===== src/rtl/ctrl_ajuste_updown.sv =====
// Pushbutton-to-counter step controller: one step on press, then delayed auto-repeat on held
// buttons, with press arbitration, optional 0/MAX saturation and pulse spacing for q_in settling.
module ctrl_ajuste_updown #(
  parameter int N           = 4,
  parameter int MAX         = 9,
  parameter int SAT         = 1,
  parameter int DELAY_TICKS = 8,
  parameter int RATE_TICKS  = 2
) (
  input  logic         clk,
  input  logic         reset,
  input  logic         btn_up,
  input  logic         btn_down,
  input  logic         tick,
  input  logic [N-1:0] q_in,
  output logic         enUP,
  output logic         enDOWN,
  output logic         at_lim,
  output logic [1:0]   state
);

  localparam int MAXT = (DELAY_TICKS > RATE_TICKS) ? DELAY_TICKS : RATE_TICKS;
  localparam int CW   = $clog2(MAXT) + 1;

  localparam logic [CW-1:0] DELAY_C = CW'(DELAY_TICKS);
  localparam logic [CW-1:0] RATE_C  = CW'(RATE_TICKS);
  localparam logic [CW-1:0] ONE_C   = CW'(1);
  localparam logic [N-1:0]  MAX_Q   = N'(MAX);
  localparam bit            SAT_EN  = (SAT != 0);

  typedef enum logic [1:0] {
    IDLE   = 2'b00,
    HOLD   = 2'b01,
    REPEAT = 2'b10,
    LOCK   = 2'b11
  } state_t;

  state_t        state_q, state_d;
  logic [CW-1:0] cnt_q, cnt_d;
  logic          dir_q, dir_d;
  logic          pend_q, pend_d;
  logic          up_d, dn_d;
  logic          step_req, keep, held, other;
  logic          fire, last_pulse, blk_up, blk_dn;

  always_ff @(posedge clk or negedge reset) begin
    if (!reset) begin
      state_q <= LOCK;
      cnt_q   <= '0;
      dir_q   <= 1'b0;
      pend_q  <= 1'b0;
      enUP    <= 1'b0;
      enDOWN  <= 1'b0;
    end else begin
      state_q <= state_d;
      cnt_q   <= cnt_d;
      dir_q   <= dir_d;
      pend_q  <= pend_d;
      enUP    <= up_d;
      enDOWN  <= dn_d;
    end
  end

  // keep marks cycles where the press stays valid, so a deferred step may still be issued
  always_comb begin
    state_d  = state_q;
    cnt_d    = cnt_q;
    dir_d    = dir_q;
    step_req = 1'b0;
    keep     = 1'b0;
    held     = dir_q ? btn_up : btn_down;
    other    = dir_q ? btn_down : btn_up;
    unique case (state_q)
      IDLE: begin
        if (btn_up && btn_down) begin
          state_d = LOCK;
        end else if (btn_up || btn_down) begin
          dir_d    = btn_up;
          step_req = 1'b1;
          keep     = 1'b1;
          cnt_d    = DELAY_C;
          state_d  = HOLD;
        end
      end
      HOLD, REPEAT: begin
        if (!held) begin
          state_d = IDLE;
        end else if (other) begin
          state_d = LOCK;
        end else begin
          keep = 1'b1;
          if (tick) begin
            if (cnt_q == ONE_C) begin
              step_req = 1'b1;
              cnt_d    = RATE_C;
              state_d  = REPEAT;
            end else begin
              cnt_d = cnt_q - ONE_C;
            end
          end
        end
      end
      LOCK: begin
        if (!btn_up && !btn_down) state_d = IDLE;
      end
      default: state_d = LOCK;
    endcase
  end

  // a step landing right after a pulse is held one cycle in pend_q; gating uses q_in at issue
  always_comb begin
    last_pulse = enUP | enDOWN;
    blk_up     = SAT_EN && (q_in >= MAX_Q);
    blk_dn     = SAT_EN && (q_in == '0);
    fire       = keep && (step_req || pend_q);
    pend_d     = 1'b0;
    up_d       = 1'b0;
    dn_d       = 1'b0;
    if (fire) begin
      if (last_pulse) begin
        pend_d = 1'b1;
      end else begin
        up_d = dir_d && !blk_up;
        dn_d = !dir_d && !blk_dn;
      end
    end
  end

  assign at_lim = SAT_EN && ((q_in == '0) || (q_in == MAX_Q));
  assign state  = state_q;

endmodule

===== config.mk =====
export PLATFORM = sky130hd
export DESIGN_NAME = ctrl_ajuste_updown
export DESIGN_NICKNAME = d
export VERILOG_FILES = /design/src/rtl/ctrl_ajuste_updown.sv
export SDC_FILE = /design/constraint.sdc
export NUM_CORES = 1
export LEC_CHECK = 0
export ABC_AREA = 1
export CAP_MARGIN = 20
export CORE_MARGIN = 5
export CORE_UTILIZATION = 48
export DETAILED_ROUTE_END_ITERATION = 6
export PLACE_DENSITY_LB_ADDON = 0.25
export SLEW_MARGIN = 20
export SYNTH_ARGS = -nofsm -noshare
export SYNTH_HDL_FRONTEND = slang
export SYNTH_SLANG_ARGS = --single-unit

===== constraint.sdc =====
create_clock -name clk -period 2.1 [get_ports clk]
set_input_delay 0.42 -clock clk [delete_from_list [all_inputs] [get_ports clk]]
set_output_delay 0.42 -clock clk [all_outputs]
set_load 0.1 [all_outputs]

==> metrics.md <==
| Metric | Value |
|---|---|
| Synth top cells by count | nand2_1 (26), inv_1 (13), nor2_1 (10) |
| Sw Pwr | 768 uW |
| Worst Setup Path Type | in -> out |
| Die Y | 49.0 um |
| Clock slew at reported path FFs | 0.06 ns |
| Clock power frac | 0.113 |
| # diodes | 0 |
| Area fraction in compound gates after synthesis | 0.115 |
| Leak | 0.000477 uW |
| Clock Path Buffers | 2 |
| GR Overflow Total | 0 |
| Total GRT Usage | 0.135 |
| Fraction of the mapped netlist area in simple logic gates | 0.322 |
| Switching Fraction | 0.516 |
| FP Rows | 14 |
| Synth area leader | dfrtp_1 |
| Root cell of the clock tree | clkbuf_4 |
| Post-route clock period utilization | 0.943 |
| Crit-path max FO | 3 |
| Top cells by area, synth | dfrtp_1 (27%), ha_1 (14%), nand2_1 (13%) |
| I/O Pins | 14 |
| Net count, final | 133 |
| Largest net degree at the start of global routing | 11 |
| Initial DRT Pass Iterations | 4 |
| Worst Setup End Kind | output pin |
| Die W | 49.0 um |
| Largest family of logic cells by synthesized area | simple AND/OR/NAND/NOR gates |
| Max Clk Rate | 0.505 GHz |
| Startpoint Class | primary input |
| Distinct cells, synth | 20 |
| CTS tree | built |
| Mux share of post-synthesis cell area | 0 |
| Cells after Synth | 98 |
| Worst IR drop on VDD | 0.848 mV |
| Drt total wl | 1.42 mm |
| Primary FF master, synth | dfrtp_1 |
| Detailed-route DRC error count | 0 |
| Most common cell in the netlist | nand2_1 |
| Hpwl dp | 1.21 mm |
| Cell area after synthesis | 729 sq um |
| Share of synthesized flip-flops with an asynchronous set or reset | 1.00 |
| Top-area cell type share of the netlist area | 0.274 |
| Avg WL per Cell | 10.8 um |
| Reg power frac | 0.239 |
| Skew-Pair Late Insertion Delay | 0.26 ns |
| Mapped Nets | 115 |
| Adder-cell share of the synthesized area | 0.137 |
| Antenna Nets Post-Route | 0 |
| Slew @ Worst Pin | 0.441 ns |
| Ys Warns | 0 |
| Unrepaired setup endpoints after global routing | false |
| Starting DRC count in detailed routing | 7 |
| Initial antenna violation count | 0 |
| Via Count | 660 |
| Layout Utilization | 0.656 |
| Relative slew slack | 0.705 |
| # port buffers | 13 |
| CTS buffer count | 3 |
| Min cycle time layout | 1.98 ns |
| Number of flops mapped to enable cells by yosys | 0 |
| Starting Density | 0.496 |
| Combinational share of power | 0.649 |
| Die Area | 0.00240 sq mm |
| Synth Area in XOR/XNOR | 0.0120 |
| Finish-stage setup viols | 0 |
| Core Area | 0.00147 sq mm |
| Max-slew violations | 0 |
| Outcome | completed |
| Clock Sinks | 10 |
| Hold Path Class | in -> async |
| Critical Path AT | 1.56 ns |
| Vias per inst | 5.04 |
| CP required | 1.68 ns |
| Fin Clk Skew | 0.00163 ns |
| FF+latch count, synth | 10 |
| Sequential area share after synthesis | 0.346 |
| First-pass GRT wire length | 2.64 mm |
| Vias in the first global route | 666 |
| GP Congestion | 0.799 |
| Synth-to-Final Area Change | 32.4% |
| Max_cap viols | 0 |
| Pint | 722 uW |
| Final Hold Viols | 0 |
| H-tree levels | 1 |
| Layout cells sized above 1 | 0.209 |
| PwrDens | 1540 mW/mm^2 |
| Syn avg cell area | 7.44 sq um |
| Power Total | 1490 uW |
## sequential cells by signal, summed over array words and instances, names as in the netlist
name    flops
cnt_q       4
state       2
dir_q       1
enDOWN      1
enUP        1
pend_q      1
## metal layers
metal / vias up / global-route usage / routed length, um
li1: 347 / - / -
met1: 295 / 0.157 / 580
met2: 16 / 0.226 / 733
met3: 2 / 0.0581 / 101
met4: 0 / 0.0314 / 5
met5: - / 0 / 0
## power groups by stage
| stage | clock, uW | combinational (uW) | sequential [uW] |
|---|---|---|---|
| floorplan | 0 | 547 | 536 |
| global placement | 0 | 937 | 356 |
| detailed placement | 0 | 963 | 361 |
| CTS | 176 | 969 | 358 |
| global route | 187 | 1100 | 372 |
| finish | 168 | 966 | 356 |
## final timing paths
kind,cells past startpoint,endpoint,startpoint,slack (ns)
setup / recovery,5,at_lim,q_in[1],0.12
hold / removal,1,cnt_q[2],reset,0.46
setup reg to reg,7,cnt_q[0],state[0],0.34
hold reg to reg,2,cnt_q[1],cnt_q[1],0.50
max in group asynchronous,1,state[0],reset,1.30
min in group clk,2,cnt_q[1],cnt_q[1],0.50
## layout make-up
cell class	count	area, sq um
fill	126	505
multi-input combinational	75	453
sequential	10	253
clock buffer	4	36.3
timing repair buffer	13	155
inverter	13	48.8
tap	16	20.0
## stage by stage
step	hold WS, ns	TNS (ns)	setup WS (ns)	area [sq um]	cells
finish	0.465	0	0.121	966	131
global placement	0.483	0	0.0486	908	127
detailed placement	0.497	-0.0274	-0.0274	908	127
CTS	0.476	0	0.0366	950	131
global route	0.499	0	0.0721	966	131
floorplan	0.124	0	0.112	733	98
## kinds of logic after synthesis
logic type | after synthesis
xor gates and xnor gates | 1
and+or+nand+nor | 52
adders and majority gates | 8
DFF | 10
AOI/OAI and AO/OA | 14
buffers and inverters | 13
## timing repair
action | in CTS | in global routing
resized for setup | 1 | 3
endpoints found under the hold margin | 0 | 0
pin swaps | 0 | 0
setup endpoints to repair | 1 | 1
hold buffers | 0 | 0
buffers inserted | 0 | 0
## layout by cell type (no fill, tap or decap)
cell	Yosys	layout
nand2_1	26	26
inv_1	13	13
nor2_1	10	10
ha_1	8	8
dfrtp_1	8	8
clkdlybuf4s50_1	0	8
o21ai_0	5	5
nand3_1	5	5
nand2_2	4	4
o21ai_2	3	3
o21ai_1	3	3
clkbuf_4	0	3
buf_12	0	3
nand3_2	2	2
a21oi_1	2	2
buf_4	0	2
dfstp_2	2	2
or2_4	0	1
nor3_4	0	1
o21bai_4	0	1
or2_1	1	1
nor2_2	1	1
nand4_1	1	1
xnor2_1	1	1
clkbuf_8	0	1
## worst max-delay path, stage by stage
cell             delay (ns)
clkdlybuf4s50_1        0.39
or2_4                  0.28
nor3_4                 0.13
o21bai_4               0.15
buf_12                 0.19
No activity file was read; power rests on OpenSTA's default activity.
